File: src/rtl/data_valid.sv
// Serial frame receiver: hunts for an 8-bit header, collects a 32-bit body and
// publishes the 40-bit frame with a one-cycle valid pulse when the checksum matches.
module data_valid #(
  parameter logic [7:0] HEADER = 8'b1100_1100
) (
  input  logic        clk,
  input  logic        rst_n,
  input  logic        ser_i,
  input  logic        sync_flag,
  output logic        header_flag,
  output logic        valid_flag,
  output logic [39:0] valid_data_o,
  output logic        dbg_state
);

  typedef enum logic {HUNT = 1'b0, BODY = 1'b1} state_t;

  state_t      state_q, state_d;
  logic [39:0] shift_q, shift_d;
  logic [3:0]  hunt_cnt_q, hunt_cnt_d;
  logic [4:0]  body_cnt_q, body_cnt_d;
  logic        header_flag_d;
  logic        valid_flag_d;
  logic [39:0] valid_data_d;

  logic [39:0] shifted;
  logic [7:0]  frame_sum;
  logic [3:0]  hunt_inc;

  assign shifted   = {shift_q[38:0], ser_i};
  assign frame_sum = shifted[39:32] + shifted[31:24] + shifted[23:16] + shifted[15:8];
  assign hunt_inc  = (hunt_cnt_q == 4'd8) ? 4'd8 : hunt_cnt_q + 4'd1;
  assign dbg_state = state_q;

  always_ff @(posedge clk) begin
    if (rst_n) begin
      state_q      <= HUNT;
      shift_q      <= '0;
      hunt_cnt_q   <= '0;
      body_cnt_q   <= '0;
      header_flag  <= 1'b0;
      valid_flag   <= 1'b0;
      valid_data_o <= '0;
    end else begin
      state_q      <= state_d;
      shift_q      <= shift_d;
      hunt_cnt_q   <= hunt_cnt_d;
      body_cnt_q   <= body_cnt_d;
      header_flag  <= header_flag_d;
      valid_flag   <= valid_flag_d;
      valid_data_o <= valid_data_d;
    end
  end

  // header_flag stays high through the cycle carrying the valid pulse, so it
  // is driven in every BODY cycle including the one accepting the last bit.
  always_comb begin
    state_d       = state_q;
    shift_d       = shift_q;
    hunt_cnt_d    = hunt_cnt_q;
    body_cnt_d    = body_cnt_q;
    header_flag_d = 1'b0;
    valid_flag_d  = 1'b0;
    valid_data_d  = valid_data_o;
    case (state_q)
      HUNT: begin
        if (sync_flag) begin
          shift_d    = shifted;
          hunt_cnt_d = hunt_inc;
          if (shifted[7:0] == HEADER && hunt_inc == 4'd8) begin
            state_d       = BODY;
            body_cnt_d    = '0;
            header_flag_d = 1'b1;
          end
        end
      end
      BODY: begin
        header_flag_d = 1'b1;
        if (sync_flag) begin
          shift_d = shifted;
          if (body_cnt_q == 5'd31) begin
            // Counter restart keeps body bits from being re-scanned as a header.
            state_d    = HUNT;
            hunt_cnt_d = '0;
            body_cnt_d = '0;
            if (frame_sum == shifted[7:0]) begin
              valid_flag_d = 1'b1;
              valid_data_d = shifted;
            end
          end else begin
            body_cnt_d = body_cnt_q + 5'd1;
          end
        end
      end
      default: state_d = HUNT;
    endcase
  end

endmodule

File: config.mk
export PLATFORM = sky130hd
export DESIGN_NAME = data_valid
export DESIGN_NICKNAME = d
export VERILOG_FILES = /design/src/rtl/data_valid.sv
export SDC_FILE = /design/constraint.sdc
export NUM_CORES = 1
export LEC_CHECK = 0
export CAP_MARGIN = 20
export CORE_ASPECT_RATIO = 1.1
export CORE_MARGIN = 2
export CORE_UTILIZATION = 45
export CTS_CLUSTER_DIAMETER = 200
export DETAILED_ROUTE_END_ITERATION = 16
export PLACE_DENSITY = 0.73
export SYNTH_ARGS = -nofsm -noshare
export SYNTH_HDL_FRONTEND = slang
export SYNTH_SLANG_ARGS = --single-unit
export TNS_END_PERCENT = 50
File: constraint.sdc
create_clock -name clk -period 9.3 [get_ports clk]
set_clock_uncertainty 0.1 [all_clocks]
set_input_delay 2.325 -clock clk [delete_from_list [all_inputs] [get_ports clk]]
set_output_delay 2.325 -clock clk [all_outputs]
set_load 0.01 [all_outputs]
# Word-level counts from Yosys, hierarchy flattened
# Cells that the tools add are included.
# word_totals
reg_bits,91
latch_bits,0
ramBits,0
mem_bits_ro,0
input_bits,4
output_inout_bits,43
memories,0
# op_classes
n_addsub,5
n_mul,0
div,0
order_cmp,0
n_eq_ne,9
shift,0
muxes,18
n_bitwise,3
n_reduce_logical,5
# op_table
operator,count
$mux W39,1
$add A8 B8 Y8,3
$mux W5,4
$mux W4,4
$pmux W5 S2,1
$eq A4 B4 Y1 const B,2
$eq A8 B8 Y1,1
$eq A8 B8 Y1 const B,1
$pmux W4 S2,1
$ne A2 B2 Y1 const B,3
$reduce_and A3 Y1,2
$add A5 B1 Y5 const B,1
$eq A5 B5 Y1 const B,1
$mux W1,5
$add A4 B1 Y4 const B,1
$pmux W1 S2,2
$reduce_and A4 Y1,1
$reduce_or A4 Y1,1
$not A1 Y1,3
$ne A2 B1 Y1 const B,1
$logic_and A1 B1 Y1,1

# Logic depth before layout (Yosys ltp)
# Gate-level depths: netlist of the first run.
# logic_depth
depth_word,7
depth_mapped,13
ltp_nobuf,12

# Least setup slack after synthesis of the first run
# OpenSTA, ideal clock, no wires.
# synth_timing
kind,input to register
startpoint,in sync_flag
endpoint,reg shift_q[0]
setup_time_ps,128
arrival_ps,3302
required_ps,9072
setup_slack_ps,5770
cell_stages,4
path_cell_list,clkbuf_1 clkbuf_1 mux2i_1 nor2_1
# synth_rtl
item,line,source
"start, declared",9,"input logic sync_flag,"
"end signal, assigned",46,shift_q <= shift_d;
"end, declared",19,"logic [39:0] shift_q, shift_d;"

# Worst setup path in the final report of the first run
# layout_timing
startpoint,in sync_flag
endpoint,reg valid_data_o[24]
# layout_via
elab_chain_cells,1
# layout_rtl
item,line,source
$reduce_and A4 Y1 (no line),--,
"end signal, assigned",51,valid_data_o <= valid_data_d;
"end, declared",12,"output logic [39:0] valid_data_o,"
# Every way passes these cells.
# A chain may end at the register's enable or synchronous reset.

==> results.yml, run 1 <==
global_routing:
  grt_max_degree: 131
  grt_first_pass_wirelength_mm: 13.6
  antenna_found_initial: 0
  track_usage_pct: 15.7
  overflow: 0
  grt_pass1_vias: 2945
floorplanning:
  row_count: 38
  initial_utilization_pct: 45.5
  die_y_um: 108
  chipWidth_um: 98.7
  die_area_um2: 10700
  num_io_pins: 47
  coreArea_um2: 9750
place:
  gp_congestion: 0.869
  place_inst: 595
  dp_slack_ns: 3.89
  port_buffers: 46
  dpl.hpwl_mm: 5.41
  dpl_cell_area_um2: 4950
power_and_ir_drop:
  p_per_area_nw_per_um2: 139
  p_leak_nw: 2.25
  total_power_mw: 0.718
  vdd_drop_max_uv: 89.3
sta:
  tns_ns: 0
  fmax_ghz: 0.200
  drv_slew: 0
  rsz0062_at_grt: "no"
  setup_ws_ns: 4.30
  holdWs_ns: 0.376
  fin_crit_ns: 5.00
  setup_viol: 0
  tightest_slew_ns: 0.982
  slew_headroom_pct: 34.5
  hold_viol: 0
  timing.final.crit_share_pct: 53.7
clocking:
  cts_root_buffer: "clkbuf_8"
  cts_sinks: 91
  postCtsSetupBuffers: 0
  clock_tree.buffer_depth: 2
  numCtsBuffers: 9
  post_cts_resize_count: 0
  hold_buffers: 0
  cts_tree: "done"
  clk_latency_ns: 0.36
  htree_levels: 3
  clk_pin_slew_ns: 0.09
detailed_routing:
  drt-total-wl_mm: 7.87
  wire_per_inst_um: 12.9
  ant_nets: 0
  drtPass1Iterations: 4
  vias_per_cell: 4.92
  route.vias.total: 3009
  drc: 0
  first_iter_violations: 154
final_layout:
  stdcell_count: 611
  areaGrowthSynthToFinish_pct: 16.7
  final_util_pct: 53.1
  fin_area_um2: 5180
  drive_gt1_share_pct: 4.48
  diodes: 0
  final_nets: 515
setup_path:
  worstPathMaxFanout: 57
  crit_slowest_cell: "nand4_1"
  worst_ep_required_time_ns: 9.44
  crit_arrival_ns: 5.14
  cpPeakStageDelay_ns: 0.72
  crit_family: "simple AND/OR/NAND/NOR gates"
  cp_num_buf_inv: 3
  r2r_cells: 13
  worstSetupStartpointType: "input port"
  path_cells: "buf_2 > buf_4 > and3_1 > nand4_1 > nor3_1 > nand4_1 > buf_4 > mux2i_1"
  path_class: "in2reg"
  cp.depth: 8
  end_kind: "register"
synth:
  ys_warn_count: 0
  synth_area_um2: 4440
  ys_ff_latch: 91
  synth-seq-area-share_pct: 41.0
  ys_types: 32
  syn_nets: 480
  synth_edf_count: 0
  synth_cells: 451
  async_flop_share_pct: 0
  syn_area_per_cell_um2: 9.84
  synthFlopType: "dfxtp_1"
worst_hold_path:
  hold_path_depth: 2
  hold_class: "reg2reg"
flow_run:
  drv_cap: 0
outcome:
  status: "completed"
[logic make-up (layout without fill, tap and decap cells)]
group,Yosys count,in the layout,share of synthesized area [%]
AND/OR/NAND/NOR,163,163,19.7
adder cells (fa/ha/maj),25,25,9.41
XOR/XNOR,18,18,3.55
flip-flops,91,91,41.0
AO/OA/AOI/OAI,32,32,4.34
multiplexers,80,80,18.0
buffers and inverters,42,82,3.89
[synth_stat cells (all sizes together) (2+ instances only)]
| cell type | count | area [um2] |
|---|---|---|
| a21o | 2 | 15.0 |
| a21oi | 12 | 60.1 |
| a311oi | 3 | 26.3 |
| a31oi | 5 | 31.3 |
| and3 | 3 | 18.8 |
| buf | 6 | 37.5 |
| clkbuf | 19 | 71.3 |
| dfxtp | 91 | 1820 |
| fa | 14 | 280 |
| ha | 11 | 138 |
| inv | 17 | 63.8 |
| mux2i | 80 | 801 |
| nand2 | 7 | 26.3 |
| nand2b | 82 | 513 |
| nand3 | 4 | 20.0 |
| nand4 | 3 | 18.8 |
| nand4b | 2 | 17.5 |
| nor2 | 51 | 191 |
| nor3 | 5 | 25.0 |
| o21ai | 7 | 35.0 |
| xnor2 | 15 | 131 |
| xor2 | 3 | 26.3 |
[placed cells by master (no fill, tap or decap), types with 11 or more instances in the layout]
cell              n
mux2i_1          80
xnor2_1          15
inv_1            17
dfxtp_1          91
nor2_1           51
clkdlybuf4s50_1  44
fa_1             14
ha_1             11
a21oi_1          12
nand2b_1         82
[tightest hold or removal path: stages (launching register included)]
cell and delay [ns]:
dfxtp_1 0.31, nand2b_1 0.06, mux2i_1 0.06
[power by group]
part,internal (mW),leakage [nW],switching [mW]
registers,0.391,0.733,0.00198
clock network,0.159,0.117,0.138
logic,0.0129,1.40,0.0149
total,0.563,2.25,0.155
[layer usage]
metal	share of wire, %	routed length, um	global-route usage (%)
met2	45	3530	24.2
met3	3.3	259	4.27
met4	1.7	132	6.16
met1	50	3950	21.1
met5	0	0	0
[sequential cells by signal, summed over array words and instances (netlist names)]
register and cells:
valid_data_o 40, hunt_cnt_q 4, dbg_state 1, shift_q 39, header_flag 1, body_cnt_q 5
valid_flag 1
[cell type report]
cell class | instances | area (um2)
well taps | 120 | 150
clock buffers | 10 | 138
inverters | 17 | 63.8
flip-flops and latches | 91 | 1820
fillers | 909 | 4570
clock inverters | 6 | 87.6
multi-input cells | 318 | 2440
repair buffers | 49 | 473
[final timing paths]
path,startpoint,to,slack (ns)
worst max-delay path,sync_flag,valid_data_o[24]$_SDFFE_PP0P_,4.30
worst min-delay path,valid_data_o[14]$_SDFFE_PP0P_,valid_data_o[14]$_SDFFE_PP0P_,0.38
worst max register to register,shift_q[8]$_SDFFE_PP0P_,valid_data_o[24]$_SDFFE_PP0P_,4.70
worst min register to register,valid_data_o[14]$_SDFFE_PP0P_,valid_data_o[14]$_SDFFE_PP0P_,0.38
Power figures use the tool's default switching activity.
==> inputs of run 2 (changes only) <==
--- a/config.mk
+++ b/config.mk
@@ -11,7 +11,7 @@
 export CORE_UTILIZATION = 45
 export CTS_CLUSTER_DIAMETER = 200
 export DETAILED_ROUTE_END_ITERATION = 16
-export PLACE_DENSITY = 0.73
+export PLACE_DENSITY = 0.75
 export SYNTH_ARGS = -nofsm -noshare
 export SYNTH_HDL_FRONTEND = slang
 export SYNTH_SLANG_ARGS = --single-unit
==> constraint.sdc (replaced) <==
create_clock -name clk -period 4.03 [get_ports clk]
set_clock_uncertainty 0.1 [all_clocks]
set_input_delay 1.0075 -clock clk [delete_from_list [all_inputs] [get_ports clk]]
set_output_delay 1.0075 -clock clk [all_outputs]
set_load 0.01 [all_outputs]
==> run 2 against run 1 <==
Against the previous run: sequential power is 130% higher; final area barely moved; hold slack hardly changed; global-route usage up 0.96 points; critical path depth is 5 higher; final cell count increased by 0.33%; via count increased by 5.0%; total power up 110%; count of clock-buffer cells in the layout did not move; critical path type is now reg2reg; highest routed layer unchanged; largest cell class unchanged.
==> results.yml, run 2 (synthesized netlist as in run 1, its figures left out) <==
outcome:
  status: "completed"
detailed_routing:
  wire_per_inst_um: 13.9
  vias_per_cell: 5.15
  first_iter_violations: 118
  drc: 0
  ant_nets: 0
  drtPass1Iterations: 4
  route.vias.total: 3158
  drt-total-wl_mm: 8.54
global_routing:
  antenna_found_initial: 0
  grt_first_pass_wirelength_mm: 14.3
  overflow: 0
  grt_pass1_vias: 3001
  grt_max_degree: 59
  track_usage_pct: 16.7
sta:
  hold_viol: 0
  drv_slew: 0
  fmax_ghz: 0.271
  timing.final.crit_share_pct: 91.6
  tns_ns: 0
  rsz0062_at_grt: "no"
  tightest_slew_ns: 0.538
  fin_crit_ns: 3.69
  setup_viol: 0
  slew_headroom_pct: 64.1
final_layout:
  stdcell_count: 613
  top_register: "valid_data_o"
  largestRegisters: "valid_data_o (40), shift_q (39), body_cnt_q (5)"
  drive_gt1_share_pct: 4.87
  final_cell_mix: "dfxtp_1 (91), nand2b_1 (82), mux2i_1 (80)"
  layout_commonest_cell: "dfxtp_1"
  final_nets: 518
  diodes: 0
  largest_reg_flops: 40
  areaGrowthSynthToFinish_pct: 16.6
clocking:
  cts_root_buffer: "clkbuf_8"
  postCtsSetupBuffers: 0
  numCtsBuffers: 9
  cts_tree: "done"
  htree_levels: 3
  clock_tree.buffer_depth: 2
  hold_buffers: 0
  clk_latency_ns: 0.37
  cts_sinks: 91
  clk_pin_slew_ns: 0.09
  post_cts_resize_count: 0
worst_hold_path:
  hold_class: "reg2reg"
  hold_path_depth: 2
  hold_path_end: "valid_data_o[6]$_SDFFE_PP0P_"
  hp-start: "valid_data_o[6]$_SDFFE_PP0P_"
setup_path:
  rrSetupSlack_ns: 0.34
  end_kind: "register"
  worst_ep_required_time_ns: 4.23
  r2r_cells: 13
  cp_common_cell: "fa_1"
  crit_family: "adder cells"
  reg2reg_from: "shift_q[8]$_SDFFE_PP0P_"
  path_class: "reg2reg"
  reg2reg_to: "valid_data_o[30]$_SDFFE_PP0P_"
  worstSetupStartpointType: "register"
  crit_arrival_ns: 3.89
  cp_num_buf_inv: 3
  path_cells: "fa_1 > inv_1 > fa_1 > inv_1 > ha_1 > fa_1 > a21o_1 > a21oi_1 > o21ai_0 > xnor2_1 > nand4_1 > buf_4 > mux2i_1"
  cpPeakStageDelay_ns: 0.54
  worstPathMaxFanout: 13
  crit_slowest_cell: "fa_1"
place:
  port_buffers: 46
  dpl.hpwl_mm: 6.10
  place_inst: 598
  gp_congestion: 0.837
floorplanning:
  chipWidth_um: 98.7
  initial_utilization_pct: 45.5
  num_io_pins: 47
  die_area_um2: 10700
  row_count: 38
  coreArea_um2: 9750
  die_y_um: 108
power_and_ir_drop:
  p_per_area_nw_per_um2: 297
  p_leak_nw: 2.25
  vdd_drop_max_uv: 141
flow_run:
  drv_cap: 0
[run 2: report_power, final]
part	internal (mW)	switching (mW)
clock	0.241	0.324
sequential	0.901	0.00470
combinational	0.0315	0.0367
total	1.17	0.366
[run 2: worst min-delay path: stages (launching register included)]
cell and delay (ns):
dfxtp_1 0.32, nand2b_1 0.06, mux2i_1 0.06
[run 2: how the worst max path moves through the flow]
stage | startpoint | endpoint | cells past startpoint
CTS | shift_q[8]$_SDFFE_PP0P_ | valid_data_o[30]$_SDFFE_PP0P_ | 13
global placement | shift_q[8]$_SDFFE_PP0P_ | valid_data_o[28]$_SDFFE_PP0P_ | 13
global route | shift_q[8]$_SDFFE_PP0P_ | valid_data_o[30]$_SDFFE_PP0P_ | 13
finish | shift_q[8]$_SDFFE_PP0P_ | valid_data_o[30]$_SDFFE_PP0P_ | 13
floorplan | shift_q[8]$_SDFFE_PP0P_ | valid_data_o[0]$_SDFFE_PP0P_ | 13
detailed placement | shift_q[8]$_SDFFE_PP0P_ | valid_data_o[30]$_SDFFE_PP0P_ | 13
[run 2: cell type report]
type / instances / area (um2)
fillers: 886 / 4570
clock buffers: 10 / 138
inverters: 17 / 63.8
well taps: 120 / 150
clock inverters: 5 / 38.8
flip-flops and latches: 91 / 1820
multi-input cells: 318 / 2440
repair buffers: 52 / 520
[run 2: per-layer routing]
layer	wire, um	up-vias	track usage [%]
met2	4120	64	27.4
met1	3970	1511	21.5
met5	0	-	0
li1	-	1571	-
met4	138	0	5.97
met3	309	12	4.07
[run 2: per-stage QoR]
step / setup WS [ns] / hold WS [ns] / instance area, um2 / total power, mW / util, %
5_1_grt: 0.0958 / 0.395 / 5180 / 1.60 / 53.1
6_report: 0.338 / 0.376 / 5180 / 1.54 / 53.1
3_3_place_gp: 0.492 / 0.365 / 5000 / 0.994 / 51.3
2_1_floorplan: 0.631 / 0.373 / 4440 / 0.981 / -
4_1_cts: 0.287 / 0.380 / 5180 / 1.56 / 53.1
3_5_place_dp: 0.340 / 0.365 / 5000 / 0.995 / 51.3
==> inputs of run 3 (changes only) <==
--- a/config.mk
+++ b/config.mk
@@ -7,7 +7,6 @@
 export LEC_CHECK = 0
 export CAP_MARGIN = 20
 export CORE_ASPECT_RATIO = 1.1
-export CORE_MARGIN = 2
 export CORE_UTILIZATION = 45
 export CTS_CLUSTER_DIAMETER = 200
 export DETAILED_ROUTE_END_ITERATION = 16
==> run 3 against run 2 <==
Against the previous run: largest power group unchanged; highest routed layer unchanged; non-clock buffer count decreased by 1; critical path depth did not move; total power is 0.45% lower; combinational power fell by 2%; sequential power about the same; global-route usage shrank 0.13 points; clock power fell by 1%; sequential share of layout area grew 0.077 points; final cell count fell by 0.49%; register-to-register slack got worse by 0.05 ns.
==> results.yml, run 3 (synthesized netlist as in run 1, its figures left out) <==
outcome:
  status: "completed"
setup_path:
  cp_num_buf_inv: 3
  cp_common_cell: "fa_1"
  worstSetupStartpointType: "register"
  path_cells: "fa_1 > inv_1 > fa_1 > inv_1 > ha_1 > fa_1 > a21o_1 > a21oi_1 > o21ai_0 > xnor2_1 > nand4_1 > buf_4 > mux2i_1"
  path_class: "reg2reg"
  end_kind: "register"
  worstPathMaxFanout: 13
  crit_family: "adder cells"
  reg2reg_to: "valid_data_o[37]$_SDFFE_PP0P_"
  reg2reg_from: "shift_q[8]$_SDFFE_PP0P_"
  crit_slowest_cell: "fa_1"
  rrSetupSlack_ns: 0.29
  worst_ep_required_time_ns: 4.18
  crit_arrival_ns: 3.89
  cpPeakStageDelay_ns: 0.55
  r2r_cells: 13
clocking:
  clock_tree.buffer_depth: 2
  cts_tree: "done"
  postCtsSetupBuffers: 0
  cts_sinks: 91
  clk_latency_ns: 0.36
  cts_root_buffer: "clkbuf_8"
  post_cts_resize_count: 0
  clk_pin_slew_ns: 0.09
  hold_buffers: 0
  htree_levels: 3
  numCtsBuffers: 9
detailed_routing:
  route.vias.total: 3109
  drt-total-wl_mm: 8.24
  wire_per_inst_um: 13.5
  drc: 0
  first_iter_violations: 111
  ant_nets: 0
  vias_per_cell: 5.10
  drtPass1Iterations: 4
sta:
  timing.final.crit_share_pct: 92.8
  drv_slew: 0
  tightest_slew_ns: 0.810
  fmax_ghz: 0.267
  setup_viol: 0
  rsz0062_at_grt: "no"
  slew_headroom_pct: 46.0
  hold_viol: 0
  fin_crit_ns: 3.74
  tns_ns: 0
global_routing:
  overflow: 0
  grt_max_degree: 69
  grt_pass1_vias: 2990
  track_usage_pct: 16.5
  antenna_found_initial: 0
  grt_first_pass_wirelength_mm: 13.8
place:
  dpl_cell_area_um2: 4990
  gp_congestion: 0.806
  port_buffers: 46
  dpl.hpwl_mm: 5.77
final_layout:
  multiInputGateArea_um2: 2440
  fillers: 841
  areaGrowthSynthToFinish_pct: 16.4
  drive_gt1_share_pct: 4.87
  layout_commonest_cell: "dfxtp_1"
  final_cell_mix: "dfxtp_1 (91), nand2b_1 (82), mux2i_1 (80)"
  top_register: "valid_data_o"
  seqCellArea_um2: 1820
  fin_area_um2: 5170
  final_nets: 517
  largestRegisters: "valid_data_o (40), shift_q (39), body_cnt_q (5)"
  diodes: 0
  largest_reg_flops: 40
power_and_ir_drop:
  p_per_area_nw_per_um2: 297
  p_leak_nw: 2.24
  vdd_drop_max_uv: 202
floorplanning:
  chipWidth_um: 96.7
  die_area_um2: 10300
  row_count: 37
  coreArea_um2: 9490
  num_io_pins: 47
  initial_utilization_pct: 46.8
  die_y_um: 106
worst_hold_path:
  hp-start: "valid_data_o[10]$_SDFFE_PP0P_"
  hold_path_depth: 2
  hold_path_end: "valid_data_o[10]$_SDFFE_PP0P_"
  hold_class: "reg2reg"
flow_run:
  drv_cap: 0
==> run 3: changes by cell type in the layout (fill, tap and decap cells not counted), sizes merged <==
cell | previous run | this run
clkinv | 3 | 2
clkbuf | 10 | 9
buf | 8 | 7
clkinvlp | 1 | 4
==> run 3: worst register-to-register path, stage by stage, from the launching register on <==
cell	delay, ns
dfxtp_1	0.36
fa_1	0.55
inv_1	0.06
fa_1	0.50
inv_1	0.05
ha_1	0.22
fa_1	0.41
a21o_1	0.19
a21oi_1	0.23
o21ai_0	0.16
xnor2_1	0.19
nand4_1	0.20
buf_4	0.27
mux2i_1	0.15
==> run 3: through the flow <==
step | worst slack, ns | total power [mW] | util, % | hold slack, ns | std cells
2_1_floorplan | 0.631 | 0.981 | - | 0.373 | 451
3_3_place_gp | 0.473 | 0.993 | 52.6 | 0.360 | 594
3_5_place_dp | 0.324 | 0.994 | 52.6 | 0.365 | 594
4_1_cts | 0.292 | 1.54 | 54.4 | 0.381 | 610
5_1_grt | 0.104 | 1.59 | 54.4 | 0.394 | 610
6_report | 0.291 | 1.53 | 54.4 | 0.375 | 610
==> run 3: power breakdown <==
part / switching [mW] / leakage, nW / internal [mW]
Sequential: 0.00437 / 0.733 / 0.901
Clock: 0.333 / 0.0779 / 0.226
Combinational: 0.0358 / 1.42 / 0.0313
==> run 3: area by class of cell <==
class / count / share of cell area (%)
Multi-Input combinational cell: 318 / 47.3
Sequential cell: 91 / 35.3
Timing Repair Buffer: 51 / 9.93
Tap cell: 117 / 2.83
Clock buffer: 9 / 2.40
Inverter: 17 / 1.24
Clock inverter: 7 / 1.02
==> run 3: worst max path at each step <==
stage	startpoint	endpoint	slack, ns	cells after the start
floorplan	shift_q[8]$_SDFFE_PP0P_	valid_data_o[0]$_SDFFE_PP0P_	0.63	13
global placement	shift_q[8]$_SDFFE_PP0P_	valid_data_o[32]$_SDFFE_PP0P_	0.47	13
detailed placement	shift_q[8]$_SDFFE_PP0P_	valid_data_o[29]$_SDFFE_PP0P_	0.32	13
CTS	shift_q[8]$_SDFFE_PP0P_	valid_data_o[37]$_SDFFE_PP0P_	0.29	13
global route	shift_q[8]$_SDFFE_PP0P_	valid_data_o[37]$_SDFFE_PP0P_	0.10	13
finish	shift_q[8]$_SDFFE_PP0P_	valid_data_o[37]$_SDFFE_PP0P_	0.29	13
==> run 3: layer usage <==
layer	share of wire (%)	vias up	global-route usage (%)
met5	0	-	0
met4	1.9	0	7.36
met3	3.1	14	2.56
met2	47	49	27.3
met1	48	1481	21.4
li1	-	1565	-
